==> src/rtl/cache_rd_arbiter_if.sv <==
`default_nettype none
// ============================================================================
//  Module      : cache_rd_arbiter_if
//  Description : Burst read channel (AR request + R beat stream) between a
//                requester (master) and a responder (slave).
//  Revision    : 1.0  initial release
// ============================================================================
interface cache_rd_arbiter_if #(
    parameter int ADDR_WIDTH = 32,
    parameter int DATA_WIDTH = 64,
    parameter int LEN_WIDTH  = 8
);
    logic                  ar_valid;
    logic                  ar_ready;
    logic [ADDR_WIDTH-1:0] ar_addr;
    logic [LEN_WIDTH-1:0]  ar_len;
    logic                  r_valid;
    logic                  r_ready;
    logic [DATA_WIDTH-1:0] r_data;
    logic [1:0]            r_resp;
    logic                  r_last;

    modport master (
        output ar_valid, ar_addr, ar_len, r_ready,
        input  ar_ready, r_valid, r_data, r_resp, r_last
    );

    modport slave (
        input  ar_valid, ar_addr, ar_len, r_ready,
        output ar_ready, r_valid, r_data, r_resp, r_last
    );
endinterface
`default_nettype wire

==> src/rtl/cache_rd_arbiter.sv <==
`default_nettype none
// ============================================================================
//  Module      : cache_rd_arbiter
//  Description : Round-robin arbiter sharing one burst read channel between
//                the icache (m0) and dcache (m1) refill ports, one burst
//                outstanding at a time.
//  Revision    : 1.0  initial release
// ============================================================================
module cache_rd_arbiter #(
    parameter int ADDR_WIDTH = 32,
    parameter int DATA_WIDTH = 64,
    parameter int LEN_WIDTH  = 8
) (
    input  wire logic          clk,
    input  wire logic          rst,
    cache_rd_arbiter_if.slave  m0,
    cache_rd_arbiter_if.slave  m1,
    cache_rd_arbiter_if.master s
);

    typedef enum logic [1:0] {
        S_IDLE = 2'd0,
        S_AR   = 2'd1,
        S_R    = 2'd2
    } state_t;

    state_t                r_state,      w_state_nxt;
    logic                  r_grant,      w_grant_nxt;
    logic                  r_rr_ptr,     w_rr_ptr_nxt;
    logic                  r_ar_valid,   w_ar_valid_nxt;
    logic [ADDR_WIDTH-1:0] r_ar_addr,    w_ar_addr_nxt;
    logic [LEN_WIDTH-1:0]  r_ar_len,     w_ar_len_nxt;
    logic [LEN_WIDTH-1:0]  r_beats_left, w_beats_left_nxt;
    logic                  w_r_ready;
    logic                  w_beat;

    assign s.ar_valid = r_ar_valid;
    assign s.ar_addr  = r_ar_addr;
    assign s.ar_len   = r_ar_len;
    assign s.r_ready  = w_r_ready;

    // Beat payload is broadcast; only valid/last are steered to the grantee.
    assign m0.r_data = s.r_data;
    assign m1.r_data = s.r_data;
    assign m0.r_resp = s.r_resp;
    assign m1.r_resp = s.r_resp;

    always_ff @(posedge clk or negedge rst) begin
        if (!rst) begin
            r_state      <= S_IDLE;
            r_grant      <= 1'b0;
            r_rr_ptr     <= 1'b1;
            r_ar_valid   <= 1'b0;
            r_ar_addr    <= '0;
            r_ar_len     <= '0;
            r_beats_left <= '0;
        end else begin
            r_state      <= w_state_nxt;
            r_grant      <= w_grant_nxt;
            r_rr_ptr     <= w_rr_ptr_nxt;
            r_ar_valid   <= w_ar_valid_nxt;
            r_ar_addr    <= w_ar_addr_nxt;
            r_ar_len     <= w_ar_len_nxt;
            r_beats_left <= w_beats_left_nxt;
        end
    end

    always_comb begin
        w_state_nxt      = r_state;
        w_grant_nxt      = r_grant;
        w_rr_ptr_nxt     = r_rr_ptr;
        w_ar_valid_nxt   = r_ar_valid;
        w_ar_addr_nxt    = r_ar_addr;
        w_ar_len_nxt     = r_ar_len;
        w_beats_left_nxt = r_beats_left;
        w_r_ready        = 1'b0;
        w_beat           = 1'b0;
        m0.ar_ready      = 1'b0;
        m1.ar_ready      = 1'b0;
        m0.r_valid       = 1'b0;
        m1.r_valid       = 1'b0;
        m0.r_last        = 1'b0;
        m1.r_last        = 1'b0;

        case (r_state)
            S_IDLE: begin
                if (m0.ar_valid || m1.ar_valid) begin
                    // On a tie the master that was not served last wins.
                    if (m0.ar_valid && m1.ar_valid)
                        w_grant_nxt = ~r_rr_ptr;
                    else
                        w_grant_nxt = m1.ar_valid;
                    w_ar_addr_nxt  = w_grant_nxt ? m1.ar_addr : m0.ar_addr;
                    w_ar_len_nxt   = w_grant_nxt ? m1.ar_len  : m0.ar_len;
                    w_ar_valid_nxt = 1'b1;
                    w_state_nxt    = S_AR;
                end
            end

            S_AR: begin
                if (r_grant)
                    m1.ar_ready = s.ar_ready;
                else
                    m0.ar_ready = s.ar_ready;
                if (r_ar_valid && s.ar_ready) begin
                    w_ar_valid_nxt   = 1'b0;
                    w_beats_left_nxt = r_ar_len;
                    w_state_nxt      = S_R;
                end
            end

            S_R: begin
                w_r_ready = r_grant ? m1.r_ready : m0.r_ready;
                if (r_grant) begin
                    m1.r_valid = s.r_valid;
                    m1.r_last  = s.r_valid && (r_beats_left == '0);
                end else begin
                    m0.r_valid = s.r_valid;
                    m0.r_last  = s.r_valid && (r_beats_left == '0);
                end
                w_beat = s.r_valid && w_r_ready;
                if (w_beat) begin
                    if (r_beats_left == '0) begin
                        w_rr_ptr_nxt = r_grant;
                        w_state_nxt  = S_IDLE;
                    end else begin
                        w_beats_left_nxt = r_beats_left - 1'b1;
                    end
                end
            end

            default: begin
                w_state_nxt = S_IDLE;
            end
        endcase
    end

endmodule
`default_nettype wire

==> src/flat_wrapper.sv <==
// flat-port wrapper written by rule: the top's interface ports become plain ports
module cache_rd_arbiter_flat 
#(
    parameter int ADDR_WIDTH = 32,
    parameter int DATA_WIDTH = 64,
    parameter int LEN_WIDTH  = 8
)
  (clk, rst, m0_ar_valid, m0_ar_addr, m0_ar_len, m0_r_ready, m0_ar_ready, m0_r_valid, m0_r_data, m0_r_resp, m0_r_last, m1_ar_valid, m1_ar_addr, m1_ar_len, m1_r_ready, m1_ar_ready, m1_r_valid, m1_r_data, m1_r_resp, m1_r_last, s_ar_valid, s_ar_addr, s_ar_len, s_r_ready, s_ar_ready, s_r_valid, s_r_data, s_r_resp, s_r_last);
  cache_rd_arbiter_if #(.ADDR_WIDTH(ADDR_WIDTH), .DATA_WIDTH(DATA_WIDTH), .LEN_WIDTH(LEN_WIDTH)) m0_i ();
  cache_rd_arbiter_if #(.ADDR_WIDTH(ADDR_WIDTH), .DATA_WIDTH(DATA_WIDTH), .LEN_WIDTH(LEN_WIDTH)) m1_i ();
  cache_rd_arbiter_if #(.ADDR_WIDTH(ADDR_WIDTH), .DATA_WIDTH(DATA_WIDTH), .LEN_WIDTH(LEN_WIDTH)) s_i ();
  input  wire logic clk;
  input  wire logic rst;
  input wire logic [$bits(m0_i.ar_valid)-1:0] m0_ar_valid;
  input wire logic [$bits(m0_i.ar_addr)-1:0] m0_ar_addr;
  input wire logic [$bits(m0_i.ar_len)-1:0] m0_ar_len;
  input wire logic [$bits(m0_i.r_ready)-1:0] m0_r_ready;
  output wire logic [$bits(m0_i.ar_ready)-1:0] m0_ar_ready;
  output wire logic [$bits(m0_i.r_valid)-1:0] m0_r_valid;
  output wire logic [$bits(m0_i.r_data)-1:0] m0_r_data;
  output wire logic [$bits(m0_i.r_resp)-1:0] m0_r_resp;
  output wire logic [$bits(m0_i.r_last)-1:0] m0_r_last;
  input wire logic [$bits(m1_i.ar_valid)-1:0] m1_ar_valid;
  input wire logic [$bits(m1_i.ar_addr)-1:0] m1_ar_addr;
  input wire logic [$bits(m1_i.ar_len)-1:0] m1_ar_len;
  input wire logic [$bits(m1_i.r_ready)-1:0] m1_r_ready;
  output wire logic [$bits(m1_i.ar_ready)-1:0] m1_ar_ready;
  output wire logic [$bits(m1_i.r_valid)-1:0] m1_r_valid;
  output wire logic [$bits(m1_i.r_data)-1:0] m1_r_data;
  output wire logic [$bits(m1_i.r_resp)-1:0] m1_r_resp;
  output wire logic [$bits(m1_i.r_last)-1:0] m1_r_last;
  output wire logic [$bits(s_i.ar_valid)-1:0] s_ar_valid;
  output wire logic [$bits(s_i.ar_addr)-1:0] s_ar_addr;
  output wire logic [$bits(s_i.ar_len)-1:0] s_ar_len;
  output wire logic [$bits(s_i.r_ready)-1:0] s_r_ready;
  input wire logic [$bits(s_i.ar_ready)-1:0] s_ar_ready;
  input wire logic [$bits(s_i.r_valid)-1:0] s_r_valid;
  input wire logic [$bits(s_i.r_data)-1:0] s_r_data;
  input wire logic [$bits(s_i.r_resp)-1:0] s_r_resp;
  input wire logic [$bits(s_i.r_last)-1:0] s_r_last;
  assign m0_i.ar_valid = m0_ar_valid;
  assign m0_i.ar_addr = m0_ar_addr;
  assign m0_i.ar_len = m0_ar_len;
  assign m0_i.r_ready = m0_r_ready;
  assign m0_ar_ready = m0_i.ar_ready;
  assign m0_r_valid = m0_i.r_valid;
  assign m0_r_data = m0_i.r_data;
  assign m0_r_resp = m0_i.r_resp;
  assign m0_r_last = m0_i.r_last;
  assign m1_i.ar_valid = m1_ar_valid;
  assign m1_i.ar_addr = m1_ar_addr;
  assign m1_i.ar_len = m1_ar_len;
  assign m1_i.r_ready = m1_r_ready;
  assign m1_ar_ready = m1_i.ar_ready;
  assign m1_r_valid = m1_i.r_valid;
  assign m1_r_data = m1_i.r_data;
  assign m1_r_resp = m1_i.r_resp;
  assign m1_r_last = m1_i.r_last;
  assign s_ar_valid = s_i.ar_valid;
  assign s_ar_addr = s_i.ar_addr;
  assign s_ar_len = s_i.ar_len;
  assign s_r_ready = s_i.r_ready;
  assign s_i.ar_ready = s_ar_ready;
  assign s_i.r_valid = s_r_valid;
  assign s_i.r_data = s_r_data;
  assign s_i.r_resp = s_r_resp;
  assign s_i.r_last = s_r_last;
  cache_rd_arbiter #(.ADDR_WIDTH(ADDR_WIDTH), .DATA_WIDTH(DATA_WIDTH), .LEN_WIDTH(LEN_WIDTH)) u_core (.clk(clk), .rst(rst), .m0(m0_i), .m1(m1_i), .s(s_i));
endmodule
==> config.mk <==
export PLATFORM = sky130hd
export DESIGN_NAME = cache_rd_arbiter_flat
export DESIGN_NICKNAME = d
export VERILOG_FILES = /design/src/rtl/cache_rd_arbiter_if.sv /design/src/rtl/cache_rd_arbiter.sv /design/src/flat_wrapper.sv
export SDC_FILE = /design/constraint.sdc
export NUM_CORES = 1
export LEC_CHECK = 0
export BUFFER_PORTS_ARGS = -buffer_cell sky130_fd_sc_hd__buf_2
export CAP_MARGIN = 10
export CORE_AREA = 4 4 127 129
export DETAILED_ROUTE_END_ITERATION = 6
export DIE_AREA = 0 0 131 133
export PLACE_DENSITY = 0.56
export SLEW_MARGIN = 20
export SYNTH_ARGS = -nofsm -noshare
export SYNTH_HDL_FRONTEND = slang
export SYNTH_SLANG_ARGS = --single-unit
==> constraint.sdc <==
create_clock -name clk -period 2.35 [get_ports clk]
set_clock_uncertainty 0.15 [all_clocks]
set_input_delay 0.1175 -clock clk [delete_from_list [all_inputs] [get_ports clk]]
set_output_delay 0.1175 -clock clk [all_outputs]
set_load 0.01 [all_outputs]
==> flow_summary.yaml, run 1 <==
job:
  drv_cap: 0
clock_network:
  clk_pin_slew_ps: 70
  cts.sinks: 53
  cts_tree: "yes"
  cts-root-buf: "clkbuf_16"
  post_cts_buffers: 0
  h-tree-depth: 2
  worst_skew_pair.late_latency_ps: 300
  cts_buffer_depth: 2
  cts_buffers: 5
floorplanning:
  die_width_um: 131
  initial_core_util_pct: 24.5
  fp-row-count: 45
  die_y_um: 133
  ios: 335
  core_um2: 15000
  dieArea_um2: 17400
worst_setup_path:
  cp-end-kind: "output pin"
  worst_setup_path_start_kind: "flip-flop"
  arrival_ps: 1880
  worst-path-max-fanout: 6
  cp.required_ps: 2080
  path_class: "flip-flop to output pin"
yosys:
  yosys_warnings: 0
  ys_ff_latch: 53
  synth_flop_cell: "dfrtp_1"
  synth_edf_count: 0
  syn-cell-area_um2: 3680
  netlist.area_leader.share_pct: 35.3
  yosys-top-cells-count: "132 x buf_4, 52 x dfrtp_1, 45 x nand2_1, 41 x mux2i_1, 41 x o21ai_0"
  yosysUniqueCellTypes: 40
  yosysMostFrequentCell: "buf_4"
  ys_seq_area_share_pct: 36.1
  ys_top_cells_by_area: "dfrtp_1 35%, buf_4 27%, mux2i_1 11%"
  syn_avg_cell_area_um2: 9.16
  async_flop_share_pct: 100
  yosys.area.top_type: "dfrtp_1"
  synth_cells: 402
  syn-num-nets: 559
sta:
  tightest_slew_ps: 905
  rsz0062_at_grt: "false"
  maxSlewViolCount: 0
  hold_viol: 1
  fmax_mhz: 467
  timing.setup.tns_ps: 0
  slew_headroom_pct: 39.4
  setup_viol: 0
  min_period_ps: 2140
  finalCritPeriodShare_pct: 91.2
  holdWs_ps: -5.58
grt:
  grt_pass1_wl_um: 15000
  grt-ovfl-total: 0
  grt_start_max_net_pins: 47
  antenna_found_initial: 0
  gr-usage-all-layers_pct: 10.8
  grt_pass1_vias: 3076
status:
  violations: "negative hold slack"
  outcome: "finished with violations"
finish:
  instances_no_fill: 669
  drive_gt1_share_pct: 33.5
  nets: 637
  antenna_cells: 0
  nFillCells: 1524
  syn2layout_area_growth_pct: 24.3
detailed_routing:
  dr.pass1.iters: 4
  drcViolationCount: 0
  vias_per_cell: 4.31
  vias: 2884
  drtAntennaViolNets: 0
  drt_iter0_drc: 65
  wl_per_cell_um: 13.9
  routed_wl_um: 9330
place:
  io_buffers: 135
  dp_cells: 581
  place_congestion: 0.778
  dpl.hpwl_um: 6410
pwr:
  power_density_nw_per_um2: 944
  leakage_nw: 2.23
  vdd_drop_max_v: 0.000428
hold_path:
  hold_class: "input port to flip-flop"
cell usage in the layout (no fill, tap or decap), types with 2 or more instances in the layout:
master	n
o21ai_0	41
and2_1	3
a311oi_1	2
dfrtp_1	52
nand3b_1	2
inv_1	3
a31oi_1	3
a21oi_1	7
buf_12	2
o211ai_1	5
ha_1	2
clkbuf_8	2
nand3_1	7
dlygate4sd3_1	80
nand2_1	45
nor2_1	10
nor4_1	4
nor3_1	4
o21ai_1	2
clkbuf_16	5
buf_2	135
buf_4	3
mux2_2	2
mux2i_1	41
critical path, cell delays in order (launching register included):
cell and delay, ps:
dfrtp_1 410, inv_1 110, ha_1 150, or4b_4 520, nor4_1 200, buf_2 180
what timing repair did:
action,CTS,global route
hold buffers,80,0
gates resized for setup,0,1
endpoints found under the setup margin,0,2
hold endpoints to repair,62,0
cells by family (layout without fill, tap and decap cells):
family / Yosys count / in the layout / synth area share (%)
flops: 53 / 53 / 36.1
buf+inv: 152 / 231 / 29.3
compound gates: 68 / 68 / 11.2
fa+ha+maj: 2 / 2 / 0.679
mux: 43 / 43 / 11.8
simple gates: 84 / 84 / 11.0
routing by layer:
metal / vias to the layer above / share of wire, % / track usage, %
li1: 1386 / - / -
met1: 1308 / 40 / 12.0
met2: 135 / 48 / 17.9
met3: 55 / 8.4 / 3.27
met4: 0 / 4.1 / 6.17
met5: - / 0 / 0
power by group:
group	internal [mW]	switching [mW]
clock	0.459	0.359
combinational	0.812	1.02
sequential	1.35	0.329
area by class of cell:
class	instances	area [µm²]	share of cell area (%)
flip-flops and latches	53	1330	29.0
multi-input cells	197	1300	28.4
clock inverters	1	8.76	0.191
repair buffers	220	1540	33.6
well taps	188	235	5.14
inverters	3	11.3	0.246
clock buffers	7	153	3.34
path summary, 6_finish.rpt:
path / from / slack [ps] / end / cells past startpoint
worst max-delay path: u_core.r_beats_left[0] / 210 / m1_r_last / 5
worst min-delay path: m0_ar_len[4] / -6 / u_core.s.ar_len[4] / 3
worst max register to register: u_core.r_beats_left[0] / 270 / u_core.r_beats_left[1] / 6
worst min register to register: u_core.s.ar_addr[9] / 330 / u_core.s.ar_addr[9] / 2
max in group asynchronous: rst / 1010 / u_core.s.ar_len[7] / 3
min in group asynchronous: rst / 210 / u_core.s.ar_addr[1] / 2
through the flow:
stage	total power, mW	hold WS, ps	utilization (%)	instance area (µm²)	setup slack, ps
after global routing	4.69	14.3	30.4	4580	78.6
after detailed placement	3.41	6.53	24.0	3610	166
final	4.32	-5.58	30.4	4580	207
after floorplan	2.89	-328	-	3680	371
after CTS	4.38	2.83	30.4	4570	74.8
after global placement	3.35	10.6	24.0	3610	213
sequential cells by signal (all words and copies together) (netlist names):
name	count
u_core.s.ar_valid	1
u_core.r_grant	1
u_core.r_rr_ptr	1
u_core.r_beats_left	8
u_core.s.ar_len	8
u_core.s.ar_addr	32
u_core.r_state	2
(Power assumes the default switching activity.)
==> run 2: changes to the inputs <==
Settings changed: CELL_PAD_IN_SITES_DETAIL_PLACEMENT set to 1, CELL_PAD_IN_SITES_GLOBAL_PLACEMENT set to 2, CORE_AREA 4 4 127 129 to not set, CORE_MARGIN set to 4, CORE_UTILIZATION set to 19, DIE_AREA 0 0 131 133 to not set, HOLD_SLACK_MARGIN set to 0.1, PLACE_DENSITY 0.56 to 0.81.
==> run 2 against run 1 <==
Synthesized cell count did not move. The run now fails in clock tree synthesis (4_1_cts). Area after synthesis did not move.
==> flow_summary.yaml, run 2 <==
yosys:
  yosysMostFrequentCell: "buf_4"
  ys_ff_latch: 53
  ys_seq_area_share_pct: 36.1
  syn_avg_cell_area_um2: 9.16
  syn-cell-area_um2: 3680
  ys_top_cells_by_area: "dfrtp_1 35%, buf_4 27%, mux2i_1 11%"
  synth_flop_cell: "dfrtp_1"
  synth_edf_count: 0
  async_flop_share_pct: 100
  netlist.area_leader.share_pct: 35.3
  synth_cells: 402
  yosys.area.top_type: "dfrtp_1"
  yosys_warnings: 0
  syn-num-nets: 559
  yosys-top-cells-count: "132 x buf_4, 52 x dfrtp_1, 45 x nand2_1, 41 x mux2i_1, 41 x o21ai_0"
  yosysUniqueCellTypes: 40
place:
  io_buffers: 135
  place_congestion: 0.745
  dpl.hpwl_um: 7270
floorplanning:
  die_width_um: 147
  initial_core_util_pct: 19.5
  fp-row-count: 50
  die_y_um: 147
  ios: 335
status:
  stop_stage: "clock tree synthesis (4_1_cts)"
  stop_error: "[ERROR RSZ-0060] Max buffer count reached."
  outcome: "aborted with a tool error"
clock_network:
  post_cts_buffers: 0
  cts_resized: 1
  cts.sinks: 53
  cts_buffer_depth: 2
  cts-root-buf: "clkbuf_16"
  ctsHoldBuffers: 133
  cts_buffers: 5
  h-tree-depth: 2
-- run 2: through the flow --
| stage | hold slack (ps) | util (%) | instance area, µm² | setup slack (ps) | std cells |
|---|---|---|---|---|---|
| after detailed placement | 6.62 | 19.7 | 3720 | 232 | 654 |
| after floorplan | -328 | - | 3680 | 371 | 402 |
| after global placement | 6.28 | 19.7 | 3720 | 286 | 654 |
-- run 2: logic make-up after synthesis --
logic type / count (synthesis) / synth area share (%)
DFF: 53 / 36.1
muxes: 43 / 11.8
and+or+nand+nor: 84 / 11.0
AOI/OAI and AO/OA: 68 / 11.2
buffers and inverters: 152 / 29.3
adders and majority gates: 2 / 0.679
==> run 3: changes to the inputs <==
Settings changed: CELL_PAD_IN_SITES_DETAIL_PLACEMENT 1 to not set, CELL_PAD_IN_SITES_GLOBAL_PLACEMENT 2 to not set, CORE_AREA set to 4 4 127 129, CORE_MARGIN 4 to not set, CORE_UTILIZATION 19 to not set, DIE_AREA set to 0 0 131 133, HOLD_SLACK_MARGIN 0.1 to not set, PLACE_DENSITY 0.81 to not set, PLACE_DENSITY_LB_ADDON set to 0.15.
==> run 3 against run 2 <==
The flow now finishes without violations.
==> flow_summary.yaml, run 3 (same netlist as run 1, synthesis figures left out) <==
finish:
  nFillCells: 1572
  syn2layout_area_growth_pct: 25.1
  instances_no_fill: 674
  final_area_um2: 4610
  drive_gt1_share_pct: 33.1
  largest_reg_flops: 32
  final_common_cell: "buf_2"
  regArea_um2: 1330
  nets: 642
  antenna_cells: 0
  layout_common_cells: "135 x buf_2, 84 x dlygate4sd3_1, 52 x dfrtp_1"
  multi_input_area_um2: 1300
  post-route-util_pct: 30.6
clock_network:
  cts.sinks: 53
  worst_skew_pair.late_latency_ps: 300
  post_cts_buffers: 0
  cts_buffers: 5
  cts_tree: "yes"
  clk_pin_slew_ps: 70
  cts_buffer_depth: 2
  cts-root-buf: "clkbuf_16"
  h-tree-depth: 2
job:
  drv_cap: 0
sta:
  holdWs_ps: 11.7
  hold_viol: 0
  tightest_slew_ps: 731
  fmax_mhz: 471
  min_period_ps: 2120
  finalCritPeriodShare_pct: 90.3
  rsz0062_at_grt: "false"
  fin_ws_ps: 228
  maxSlewViolCount: 0
  setup_viol: 0
  slew_headroom_pct: 51.1
  timing.setup.tns_ps: 0
place:
  io_buffers: 135
  dp_cells: 582
  place_congestion: 0.789
  dpl.hpwl_um: 6960
  dp_slack_ps: 158
  place_area_um2: 3620
grt:
  grtUsageMet2_pct: 16.7
  grt-ovfl-total: 0
  grt_pass1_wl_um: 15100
  grt_pass1_vias: 2933
  busiest_layer: "met2"
  antenna_found_initial: 0
  grt_start_max_net_pins: 54
  met3_usage_pct: 4.64
  grt_use_met1_pct: 12.8
  gr-usage-all-layers_pct: 11.0
pwr:
  leakage_nw: 2.24
  total_power_mw: 4.26
  power_density_nw_per_um2: 926
  vdd_drop_max_v: 0.000330
hold_path:
  worstHoldEndpoint: "u_core.s.ar_len[5]"
  min_delay_path_depth: 3
  hold_start: "m1_ar_len[5]"
  hold_class: "input port to flip-flop"
floorplanning:
  fp-row-count: 45
  die_width_um: 131
  core_um2: 15000
  initial_core_util_pct: 24.5
  dieArea_um2: 17400
  ios: 335
  die_y_um: 133
detailed_routing:
  drt_iter0_drc: 42
  vias_per_cell: 4.28
  dr.pass1.iters: 4
  drtAntennaViolNets: 0
  wl_per_cell_um: 14.3
  drcViolationCount: 0
  vias: 2888
  routed_wl_um: 9650
worst_setup_path:
  cp.required_ps: 2080
  worst_r2r_path_depth: 6
  cp-end-kind: "output pin"
  worst-path-max-fanout: 6
  worst_setup_path_start_kind: "flip-flop"
  path_class: "flip-flop to output pin"
  reg2reg_to: "u_core.r_beats_left[1]"
  r2r-start: "u_core.r_beats_left[0]"
  arrival_ps: 1850
  r2r_slack_ps: 270
status:
  outcome: "finished clean"
-- run 3: what timing repair did --
action                                 4_1_cts  5_1_grt
hold buffers                                84        0
endpoints found under the hold margin       94        0
setup endpoints to repair                    0        2
resized for setup                            0        1
-- run 3: where the power goes --
part / internal [mW] / leakage (nW) / switching [mW] / total [mW]
clock: 0.397 / 0.0631 / 0.360 / 0.757
sequential: 1.34 / 0.651 / 0.322 / 1.67
combinational: 0.820 / 1.52 / 1.02 / 1.84
-- run 3: layer usage --
layer  wire length (µm)  up-vias
met5                  0        -
met4                541        0
met3                982       54
met2               4380      123
met1               3750     1322
li1                   -     1389
-- run 3: how the worst max path moves through the flow --
stage,from,endpoint,slack [ps]
finish,u_core.r_beats_left[0],m1_r_last,230
floorplan,u_core.r_beats_left[0],u_core.r_beats_left[1],370
CTS,u_core.r_beats_left[0],m1_r_last,90
global route,u_core.r_beats_left[0],m1_r_last,60
global placement,u_core.r_beats_left[0],u_core.r_beats_left[1],200
detailed placement,u_core.r_beats_left[0],u_core.r_beats_left[1],160
-- run 3: worst max-delay path, stage by stage (launching register included) --
cell and delay [ps]:
dfrtp_1 410, inv_1 110, ha_1 140, or4b_4 520, nor4_1 200, buf_2 180
-- run 3: layout make-up --
cell class	count	area share [%]
Inverter	3	0.244
Multi-Input combinational cell	197	28.3
Clock buffer	6	2.80
Sequential cell	53	28.8
Tap cell	188	5.11
Clock inverter	2	0.326
Timing Repair Buffer	225	34.4
==> run 4: changes to the inputs <==
Settings changed: CORE_AREA 4 4 127 129 to 3 3 129 131, DIE_AREA 0 0 131 133 to 0 0 132 134.
==> run 4 against run 3 <==
The run now ends with negative hold slack left. Combinational power about the same. Clock-buffer cell count unchanged. Non-clock buffer count decreased by 6. Routed wire length decreased by 0.88%. Die area increased by 1.5%. Critical path type unchanged. Highest routed layer unchanged.
==> flow_summary.yaml, run 4 (same netlist as run 1, synthesis figures left out) <==
finish:
  instances_no_fill: 696
  nFillCells: 1689
  layout_common_cells: "135 x buf_2, 79 x dlygate4sd3_1, 52 x dfrtp_1"
  nets: 636
  drive_gt1_share_pct: 33.3
  largest_reg_flops: 32
  final_common_cell: "buf_2"
  syn2layout_area_growth_pct: 24.4
  antenna_cells: 0
sta:
  tightest_slew_ps: 681
  timing.setup.tns_ps: 0
  maxSlewViolCount: 0
  fmax_mhz: 467
  holdWs_ps: -0.832
  setup_viol: 0
  slew_headroom_pct: 54.4
  finalCritPeriodShare_pct: 91.1
  hold_viol: 1
  min_period_ps: 2140
  rsz0062_at_grt: "false"
clock_network:
  cts_buffers: 5
  h-tree-depth: 2
  post_cts_buffers: 0
  cts_tree: "yes"
  cts_buffer_depth: 2
  worst_skew_pair.late_latency_ps: 290
  clk_pin_slew_ps: 70
  cts.sinks: 53
  cts-root-buf: "clkbuf_16"
worst_setup_path:
  r2r-start: "u_core.r_beats_left[0]"
  cp-end-kind: "output pin"
  arrival_ps: 1870
  path_class: "flip-flop to output pin"
  worst_setup_path_start_kind: "flip-flop"
  cp.required_ps: 2080
  worst-path-max-fanout: 6
  slowest_stage: "or4b_4"
  worstPathCellList: "inv_1, ha_1, or4b_4, nor4_1, buf_2"
  r2r_slack_ps: 260
  reg2reg_to: "u_core.r_beats_left[2]"
  slowest_delay_ps: 520
  worst_r2r_path_depth: 6
detailed_routing:
  vias: 2845
  drcViolationCount: 0
  drtAntennaViolNets: 0
  wl_per_cell_um: 13.7
  drt_iter0_drc: 67
  dr.pass1.iters: 4
  routed_wl_um: 9570
  vias_per_cell: 4.09
grt:
  antenna_found_initial: 0
  grt-ovfl-total: 0
  grt_pass1_wl_um: 15700
  grt_pass1_vias: 3109
  gr-usage-all-layers_pct: 10.8
  grt_start_max_net_pins: 56
floorplanning:
  die_y_um: 134
  initial_core_util_pct: 23.4
  fp-row-count: 46
  ios: 335
  die_width_um: 132
  dieArea_um2: 17700
  core_um2: 15700
hold_path:
  hold_start: "m1_ar_addr[28]"
  hold_class: "input port to flip-flop"
  worstHoldEndpoint: "u_core.s.ar_addr[28]"
  min_delay_path_depth: 3
pwr:
  power_frac_comb_pct: 43.3
  p_clk_share_pct: 17.5
  p_sw_share_pct: 39.8
  leakage_nw: 2.22
  power.internal_mw: 2.55
  power_density_nw_per_um2: 926
  p_switching_mw: 1.69
  p_seq_share_pct: 39.2
  total_power_mw: 4.24
  vdd_drop_max_v: 0.000390
job:
  drv_cap: 0
place:
  place_congestion: 0.753
  dpl.hpwl_um: 7010
  dp_cells: 609
  io_buffers: 135
status:
  violations: "negative hold slack"
  outcome: "finished with violations"
## run 4: changes by cell type in the layout (fill, tap and decap cells not counted)
cell / previous run / this run
buf_4: 4 / 3
clkinv_2: 0 / 1
clkinvlp_4: 2 / 0
dlygate4sd3_1: 84 / 79
inv_6: 0 / 1
## run 4: power groups by stage
stage | clock network [mW] | registers (mW) | logic (mW)
6_report | 0.744 | 1.66 | 1.84
2_1_floorplan | 0 | 1.78 | 1.10
3_5_place_dp | 0 | 1.68 | 1.76
4_1_cts | 0.786 | 1.67 | 1.87
3_3_place_gp | 0 | 1.68 | 1.74
5_1_grt | 0.818 | 1.75 | 2.08
## run 4: worst max path at each step
| stage | from | end | slack [ps] |
|---|---|---|---|
| 4_1_cts | u_core.r_beats_left[0] | m1_r_last | 100 |
| 3_3_place_gp | u_core.r_beats_left[0] | u_core.r_beats_left[1] | 190 |
| 2_1_floorplan | u_core.r_beats_left[0] | u_core.r_beats_left[1] | 370 |
| 3_5_place_dp | u_core.r_beats_left[0] | u_core.r_beats_left[2] | 150 |
| 5_1_grt | u_core.r_beats_left[0] | m1_r_last | 110 |
| 6_report | u_core.r_beats_left[0] | m1_r_last | 210 |
## run 4: per-stage QoR
| stage | cell area, µm² | utilization (%) | worst slack (ps) |
|---|---|---|---|
| 2_1_floorplan | 3680 | - | 371 |
| 5_1_grt | 4580 | 29.2 | 109 |
| 4_1_cts | 4580 | 29.1 | 99.3 |
| 3_3_place_gp | 3640 | 23.2 | 188 |
| 6_report | 4580 | 29.2 | 210 |
| 3_5_place_dp | 3640 | 23.2 | 151 |
## run 4: cell type report
class,count,area (µm²),share of cell area [%]
clock buffer,6,129,2.81
clock inverter,2,13.8,0.300
inverter,3,11.3,0.246
multi-input combinational,197,1300,28.4
sequential,53,1330,29.0
tap,216,270,5.90
timing repair buffer,219,1530,33.4
## run 4: worst max-delay path: cells and delay by family, from the launching register on
family,cells,cell delay (ps)
simple gates,2,720
flops,1,410
buf+inv,2,300
fa+ha+maj,1,150
## run 4: what timing repair did
item,CTS,global route
resized for setup,0,1
hold endpoints to repair,93,0
setup endpoints to repair,0,1
hold buffers,79,0
## run 4: metal layers
metal / wire, µm / up-vias / global-route usage [%]
li1: - / 1386 / -
met1: 3830 / 1293 / 12.2
met2: 4580 / 110 / 18.3
met3: 758 / 56 / 3.38
met4: 400 / 0 / 5.83
met5: 0 / - / 0
